<file path="src/rtl/btb_tag_cam.sv">
// Fully associative tag CAM for a branch target buffer: one-cycle lookup, dedup-on-insert, flush/invalidate.
// Define BTB_CAM_LRU_EN for age-based LRU replacement; the default build uses a round-robin pointer.
module btb_tag_cam #(
  parameter int TAG_WIDTH = 8,
  parameter int LINE_NUM  = 8,
  localparam int IDX_W    = $clog2(LINE_NUM)
) (
  input  logic                 clk,
  input  logic                 rst,
  input  logic                 lookup_valid,
  input  logic [TAG_WIDTH-1:0] lookup_tag,
  input  logic                 insert_valid,
  input  logic [TAG_WIDTH-1:0] insert_tag,
  input  logic                 inval_valid,
  input  logic [IDX_W-1:0]     inval_line,
  input  logic                 flush,
  output logic                 rsp_valid,
  output logic                 hit,
  output logic [IDX_W-1:0]     hit_line,
  output logic                 ins_done,
  output logic [IDX_W-1:0]     ins_line,
  output logic [IDX_W:0]       valid_count
);

  logic [LINE_NUM-1:0]  valid_q, valid_d;
  logic [TAG_WIDTH-1:0] tag_q [LINE_NUM];
  logic                 lk_hit, in_hit, free_any;
  logic [IDX_W-1:0]     lk_line, in_line, free_line, victim, ins_idx;
  logic                 do_ins, do_alloc;
  logic [IDX_W:0]       cnt_d;

`ifdef BTB_CAM_LRU_EN
  typedef logic [LINE_NUM-1:0][IDX_W-1:0] age_vec_t;
  age_vec_t age_q, age_d;

  // A line that was invalid is treated as the oldest, so every other line ages by one.
  function automatic age_vec_t touch(input age_vec_t a, input logic [IDX_W-1:0] idx,
                                     input logic fresh);
    age_vec_t         r;
    logic [IDX_W-1:0] ref_age;
    r       = a;
    ref_age = fresh ? '1 : a[idx];
    for (int unsigned i = 0; i < LINE_NUM; i++) begin
      if (IDX_W'(i) == idx)     r[i] = '0;
      else if (a[i] < ref_age)  r[i] = a[i] + 1'b1;
    end
    return r;
  endfunction
`else
  logic [IDX_W-1:0] rr_q;
`endif

  always_comb begin
    lk_hit    = 1'b0;
    lk_line   = '0;
    in_hit    = 1'b0;
    in_line   = '0;
    free_any  = 1'b0;
    free_line = '0;
    for (int unsigned i = 0; i < LINE_NUM; i++) begin
      if (!lk_hit && valid_q[i] && tag_q[i] == lookup_tag) begin
        lk_hit  = 1'b1;
        lk_line = IDX_W'(i);
      end
      if (!in_hit && valid_q[i] && tag_q[i] == insert_tag) begin
        in_hit  = 1'b1;
        in_line = IDX_W'(i);
      end
      if (!free_any && !valid_q[i]) begin
        free_any  = 1'b1;
        free_line = IDX_W'(i);
      end
    end
  end

`ifdef BTB_CAM_LRU_EN
  // Oldest line wins, lowest index on tie; equals the age LINE_NUM-1 line once ages are a permutation.
  always_comb begin
    logic [IDX_W-1:0] best;
    best   = '0;
    victim = '0;
    for (int unsigned i = 0; i < LINE_NUM; i++) begin
      if (age_q[i] > best) begin
        best   = age_q[i];
        victim = IDX_W'(i);
      end
    end
  end
`else
  assign victim = rr_q;
`endif

  assign ins_idx  = in_hit ? in_line : (free_any ? free_line : victim);
  assign do_ins   = insert_valid && !flush;
  assign do_alloc = do_ins && !in_hit;

  // Insert is applied after invalidate so it wins when both target one line.
  always_comb begin
    valid_d = valid_q;
    if (flush) begin
      valid_d = '0;
    end else begin
      if (inval_valid) valid_d[inval_line] = 1'b0;
      if (do_ins)      valid_d[ins_idx]    = 1'b1;
    end
    cnt_d = '0;
    for (int unsigned i = 0; i < LINE_NUM; i++) begin
      cnt_d = cnt_d + (IDX_W+1)'(valid_d[i]);
    end
  end

`ifdef BTB_CAM_LRU_EN
  always_comb begin
    age_d = age_q;
    if (flush) begin
      age_d = '0;
    end else begin
      if (lookup_valid && lk_hit) age_d = touch(age_d, lk_line, 1'b0);
      if (do_ins)                 age_d = touch(age_d, ins_idx, !valid_q[ins_idx]);
    end
  end
`endif

  always_ff @(posedge clk) begin
    if (rst) begin
      valid_q     <= '0;
      rsp_valid   <= 1'b0;
      hit         <= 1'b0;
      hit_line    <= '0;
      ins_done    <= 1'b0;
      ins_line    <= '0;
      valid_count <= '0;
`ifdef BTB_CAM_LRU_EN
      age_q       <= '0;
`else
      rr_q        <= '0;
`endif
    end else begin
      valid_q     <= valid_d;
      valid_count <= cnt_d;
      rsp_valid   <= lookup_valid;
      if (lookup_valid) begin
        hit      <= lk_hit;
        hit_line <= lk_line;
      end
      ins_done <= do_ins;
      if (do_ins) ins_line <= ins_idx;
`ifdef BTB_CAM_LRU_EN
      age_q <= age_d;
`else
      if (do_alloc && !free_any) rr_q <= rr_q + 1'b1;
`endif
    end
  end

  always_ff @(posedge clk) begin
    if (!rst && do_alloc) tag_q[ins_idx] <= insert_tag;
  end

endmodule

</file>
<file path="config.mk">
export PLATFORM = sky130hd
export DESIGN_NAME = btb_tag_cam
export DESIGN_NICKNAME = d
export VERILOG_FILES = /design/src/rtl/btb_tag_cam.sv
export SDC_FILE = /design/constraint.sdc
export NUM_CORES = 1
export LEC_CHECK = 0
export BUFFER_PORTS_ARGS = -buffer_cell sky130_fd_sc_hd__buf_4
export CAP_MARGIN = 20
export CORE_MARGIN = 3
export CORE_UTILIZATION = 65
export DETAILED_ROUTE_END_ITERATION = 8
export GPL_ROUTABILITY_DRIVEN = 0
export PLACE_DENSITY_LB_ADDON = 0.3
export REMOVE_ABC_BUFFERS = 1
export SYNTH_ARGS = -nofsm -noshare
export SYNTH_HDL_FRONTEND = slang
export SYNTH_SLANG_ARGS = --single-unit
</file>
<file path="constraint.sdc">
create_clock -name clk -period 12.35 [get_ports clk]
set_clock_uncertainty 0.15 [all_clocks]
set_input_delay 2.47 -clock clk [delete_from_list [all_inputs] [get_ports clk]]
set_output_delay 2.47 -clock clk [all_outputs]
set_load 0.005 [all_outputs]
</file>
Word level (Yosys, flattened, before mapping)
Memories as Yosys holds them, arrays and structs flattened.
Index checks and enable logic that the tools add are counted.
Storage, ports and cells
  register bits: 24
  memory bits (writable): 64
  bits of input ports: 25
  output and inout bits: 13
  word-level logic and storage cells: 171
  memories kept: 1
Memory list
  tag_q: depth 8, bits a word 8, rd ports 8, clocked after memory_dff 0, wr ports 1, line 26  | logic [TAG_WIDTH-1:0] tag_q [LINE_NUM];
Cells by class
  add/subtract/negate cells: 8
  order comparisons: 4
  equality and inequality tests: 16
  multiplexer cells: 57
  bitwise logic cells: 3
  reduce and logical (&&, ||, !) cells: 74
Operator list (count)
  8-bit equality test: 16
  3-bit 2-to-1 mux: 20
  1-bit logical AND: 43
  8-bit 2-to-1 mux: 4
  1-bit zero test: 31
  1-bit 2-to-1 mux: 31
  4-bit by 1-bit adder with 4-bit output: 4
  8-bit bitwise AND: 1
  3-bit by 4-bit less-than comparator with 1-bit output (second input constant): 2
  8-bit inverter: 1
  8-bit OR: 1
  1-bit demux with 3-bit select: 2
  3-bit by 1-bit >= comparator with 1-bit output (second input constant): 2
  3-bit by 1-bit adder with 4-bit output: 1
  2-bit by 1-bit adder with 3-bit output: 1
  3-bit by 1-bit adder with 3-bit output (second input constant): 1
  1-bit by 1-bit adder with 2-bit output: 1

Logic depth before layout (Yosys ltp)
An unclocked memory read counts as a cell.
  depth in word-level cells: 47
  gate-level depth with buffers: 19
  mapped depth without buffers: 17

Worst setup path before layout
No wires, ideal clock.
  kind: input to register
  start: in insert_tag[3]
  end: reg valid_count[2]
  library setup time: 0.128 ns
  arrival time: 6.299 ns
  required time: 12.072 ns
  path slack: 5.774 ns
  stages: 19
  path buffers: 2
  path through: buf_6 xnor2_1 nand3_1 nor3_2 a211oi_1 or3_4 and3_4 buf_6 o32ai_1 fa_1 inv_1 fa_1 fa_1 inv_1 ha_1 inv_1 fa_1 xor2_1 nor2_1
Between the ends
  longest elaborated chain between the ends: 46
  elaborated cells on any way between the ends: 61
  those cells by class: 7 x add/sub; 2 x order compare; 8 x eq/ne; 20 x mux; 1 x bitwise; 23 x reduce/logical
RTL lines
  from (decl): line 13  | input logic [TAG_WIDTH-1:0] insert_tag,
  8-bit equality test: line 65  | if (!in_hit && valid_q[i] && tag_q[i] == insert_tag) begin
  1-bit logical AND: line 65
  1-bit 2-to-1 mux: line 65
  1-bit zero test: line 65
  1-bit logical AND (2 in series): line 65
  1-bit 2-to-1 mux: line 65
  1-bit zero test: line 65
  1-bit logical AND (2 in series): line 65
  [26 not listed]
  8-bit OR (no line) (*)
  8-bit 2-to-1 mux (*): line 104  | if (do_ins) valid_d[ins_idx] = 1'b1;
  8-bit 2-to-1 mux (*): line 100  | if (flush) begin
  net valid_d[0]: line 25  | logic [LINE_NUM-1:0] valid_q, valid_d;
  1-bit by 1-bit adder with 2-bit output (*): line 108  | cnt_d = cnt_d + (IDX_W+1)'(valid_d[i]);
  2-bit by 1-bit adder with 3-bit output (*): line 108
  3-bit by 1-bit adder with 4-bit output (*): line 108
  4-bit by 1-bit adder with 4-bit output (*) (4 in series): line 108
  to (signal assigned): line 140  | valid_count <= cnt_d;
  to (decl): line 22  | output logic [IDX_W:0] valid_count
Mark *: on every way through the listed nets, which the timed path passes. The rest lies on a longest branch.
A chain may end at the register's enable or synchronous reset.

Worst setup path in the final report
  start: in insert_tag[7]
  end: reg valid_count[2]
Between the ends
  elaborated cells on any way between the ends: 61
  those cells by class: 7 x add/sub; 2 x order compare; 8 x eq/ne; 20 x mux; 1 x bitwise; 23 x reduce/logical
RTL lines (line)
  8-bit equality test: 65
  1-bit logical AND: 65
  1-bit 2-to-1 mux: 65
  1-bit zero test: 65
  1-bit logical AND (2 in series): 65
  1-bit 2-to-1 mux: 65
  1-bit zero test: 65
  1-bit logical AND (2 in series): 65
  [24 not listed]
  1-bit 2-to-1 mux (not written as such): 104
  1-bit demux with 3-bit select (*): 104
  8-bit OR (no line) (*)
  8-bit 2-to-1 mux (*): 104
  8-bit 2-to-1 mux (*): 100
  net valid_d[3]: 25
  3-bit by 1-bit adder with 4-bit output (*): 108
  4-bit by 1-bit adder with 4-bit output (*) (4 in series): 108
Marks and branches as above.

==> results.md <==
* Peak Freq at 0.1474 GHz
* CTS Hold Bufs at 0
* CP endpoint kind: flop
* Met1 GRT Util at 0.3966
* Sequential fraction of the synthesis area at 0.4743
* Slew @ Worst Pin at 0.9818 ns
* Total power at 569.8 uW
* Power per cell area at 102.6 nW/um2
* DIE HEIGHT at 94.27 um
* Worst slew margin at 0.3404
* WHS Endpoint: ins_line[1]$_SDFFE_PP0P_
* Area Growth Syn to Fin at 9.634%
* Vias in the first global route at 3733
* Multi-input logic area at 2475 um2
* Worst skew pair latency at 0.37 ns
* Remaining global-route overflow at 0
* Register Area at 2402 um2
* N_diodes at 0
* Initial DRC count at 453
* Tot GR Track Use at 0.2974
* Kind of critical path: in2reg
* Yosys warnings at 0
* Setup crit start: insert_tag[7]
* First-pass GRT wire length at 19.67 mm
* Dpl cells at 583
* Initial antenna violation count at 0
* Clock period minus final worst setup slack at 6.784 ns
* Drt drc at 0
* Final Max Tran Viols at 0
* Post-CTS sizing at 0
* Worst endpoint required time at 12.46 ns
* Setup_tns at 0 ns
* Max Cap Viol at 0
* Final setup viols at 0
* Core area at 7408 um2
* Clk slew on worst S/H paths at 0.09 ns
* Routed wire per std cell at 20.76 um
* CTS H-tree lvls at 3
* I/O Buffers at 37
* M3 GR Usage at 0.05128
* Detail Placement HPWL at 9.147 mm
* CTS sink cnt at 88
* Net count, final at 530
* Via count of the routed design at 3782
* Row count at 31
* Deepest clock path buffer count at 2
* Max VDD drop at 0.08651 mV
* Layout Utilization at 0.7495
* Hold Vio Cnt, Final at 0
* CTS buffer count at 9
* Synth Cell Area at 5065 um2
* RSZ-0062 raised after global routing: no
* CTS tree: built
* Leak at 0.001721 uW
* Slowest CP cell: nor3_1
* Startpoint Class: input port
* Critical-path cell list: buf_4 -> xnor2_1 -> nand3_1 -> nor3_1 -> nor4_4 -> o2111ai_1 -> nand4_2 -> o22ai_1 -> fa_1 -> inv_1 -> fa_1 -> fa_1 -> inv_1 -> ha_1 -> inv_1 -> fa_1 -> xor2_1 -> nor2_1
* Hold path startpoint: ins_line[1]$_SDFFE_PP0P_
* Yosys cell types at 46
* Arr. time, crit path at 6.89 ns
* Die ar. at 8887 um2
* Finished Layout Cells at 601
* Worst path max stage delay at 0.53 ns
* Post-Synthesis Cells at 464
* Most used routing layer: met2
* Worst Reg-to-Reg Cells at 17
* Reg2reg setup slack at 7.46 ns
* GRT met2 Usage at 0.4764
* Drt total wl at 12.47 mm
* Post-DRT Antenna Nets at 0
* Setup bufs post-CTS at 0
* Layout cells sized above 1 at 0.1375
* Status: finished clean
* Fillers at 512
* Clock root buffer: clkbuf_8
* Detailed-route vias per instance at 6.293
* RR Startpoint: tag_q[6][7]$_DFFE_PP_
* Highest fanout seen on the critical path at 16
* Largest net degree at the start of global routing at 19
* Fin crit share at 0.5493
* Mapped Avg Cell Area at 10.92 um2
* Ports at 38
* Synth Register Bits at 88
* Hold Path Class: reg2reg
* Most common cell on crit path: fa_1
* Die width at 94.27 um
* Hold depth at 2
* Worst r2r dst: valid_count[2]$_SDFF_PP0_
* Starting Density at 0.6837
* DRT Pass-1 Iters at 5
-- synthesized netlist by cell type, drive strengths merged --
library cell	n	area (um2)
nand2	23	86.33
a211oi	1	7.510
o211ai	3	22.52
dfxtp	24	480.5
nor3b	1	7.510
nor2	15	56.30
buf	11	108.9
or3	6	42.54
nand4b	1	8.760
inv	10	37.54
o32ai	6	52.55
clkbuf	11	41.29
a41oi	1	8.760
o31a	1	8.760
o31ai	7	52.55
and3	2	17.52
ha	4	50.05
xnor2	119	1042
o32a	2	20.02
fa	4	80.08
nand3	26	130.1
nand4	23	150.1
nor4	7	58.81
xor2	11	96.34
o22a	2	17.52
edfxtp	64	1922
a21oi	10	50.05
o21ai	13	65.06
nand2b	14	87.58
a21boi	2	15.01
mux2i	1	10.01
nor3	26	140.1
o22ai	2	12.51
o21bai	2	15.01
and3b	1	8.760
o21a	1	7.510
nor2b	3	18.77
or2	3	18.77
o2111ai	1	8.760
-- power by group --
part / switching (uW) / total (uW) / leakage, uW / internal (uW)
logic: 35.8 / 60.6 / 0.000864 / 24.8
registers: 1.59 / 320 / 0.000771 / 318
clock network: 112 / 190 / 0.0000863 / 77.2
-- metal layers --
| metal | share of wire | wire length [um] |
|---|---|---|
| met4 | 0.028 | 349 |
| met5 | 0 | 0 |
| met3 | 0.095 | 1188 |
| met1 | 0.39 | 4850 |
| met2 | 0.49 | 6084 |
-- worst max-delay path, delay by kind of cell --
kind | cells | cell delay (ns)
adder cells (fa/ha/maj) | 5 | 1.86
AND/OR/NAND/NOR | 5 | 1.16
AO/OA/AOI/OAI | 2 | 0.51
XOR/XNOR | 2 | 0.47
buffers and inverters | 4 | 0.41
-- final cells by class --
cell class | instances | area share
multi-input combinational | 344 | 0.4457
sequential | 88 | 0.4326
timing repair buffer | 44 | 0.05904
clock buffer | 9 | 0.02231
tap | 99 | 0.02231
clock inverter | 7 | 0.01127
inverter | 10 | 0.006760
-- sequential cells by signal, summed over array words and instances (netlist names) --
signal	count
ins_done	1
valid_count	4
hit	1
valid_q	8
rsp_valid	1
hit_line	3
ins_line	3
rr_q	3
tag_q	64
-- how the worst max path moves through the flow --
| stage | endpoint | slack (ns) |
|---|---|---|
| after floorplan | valid_count[2]$_SDFF_PP0_ | 6.01 |
| after global placement | valid_count[2]$_SDFF_PP0_ | 5.43 |
| after detailed placement | valid_count[2]$_SDFF_PP0_ | 5.25 |
| after CTS | valid_count[2]$_SDFF_PP0_ | 5.60 |
| after global routing | valid_count[2]$_SDFF_PP0_ | 5.33 |
| final | valid_count[2]$_SDFF_PP0_ | 5.57 |
-- through the flow --
step | setup slack [ns] | area, um2 | hold WS (ns)
after floorplan | 6.013 | 4915 | 0.2922
after global placement | 5.429 | 5354 | 0.2935
after detailed placement | 5.246 | 5354 | 0.3007
after CTS | 5.600 | 5540 | 0.3137
after global routing | 5.333 | 5553 | 0.3216
final | 5.566 | 5553 | 0.3084
-- layout by cell type, fill, tap and decap left out, types with 9 or more instances in the layout --
cell      synthesis  routed
nand4_1          22      22
o21ai_0          11      11
xor2_1           11      11
nand2_1          23      23
dfxtp_1          24      24
nor3_1           24      24
buf_4             0      42
nand2b_1         14      14
a21oi_1          10      10
xnor2_1         119     119
nand3_1          26      26
edfxtp_1         64      64
nor2_1           15      15
inv_1            10      10
clkbuf_8          0       9
-- logic make-up after synthesis --
family          count (synthesis)  share of synthesized area
compound gates                 54                    0.07189
xor+xnor                      130                     0.2248
fa+ha+maj                       8                    0.02569
buf+inv                        32                    0.03706
flops                          88                     0.4743
mux                             1                   0.001976
simple gates                  151                     0.1643
Power figures use the tool's default switching activity.
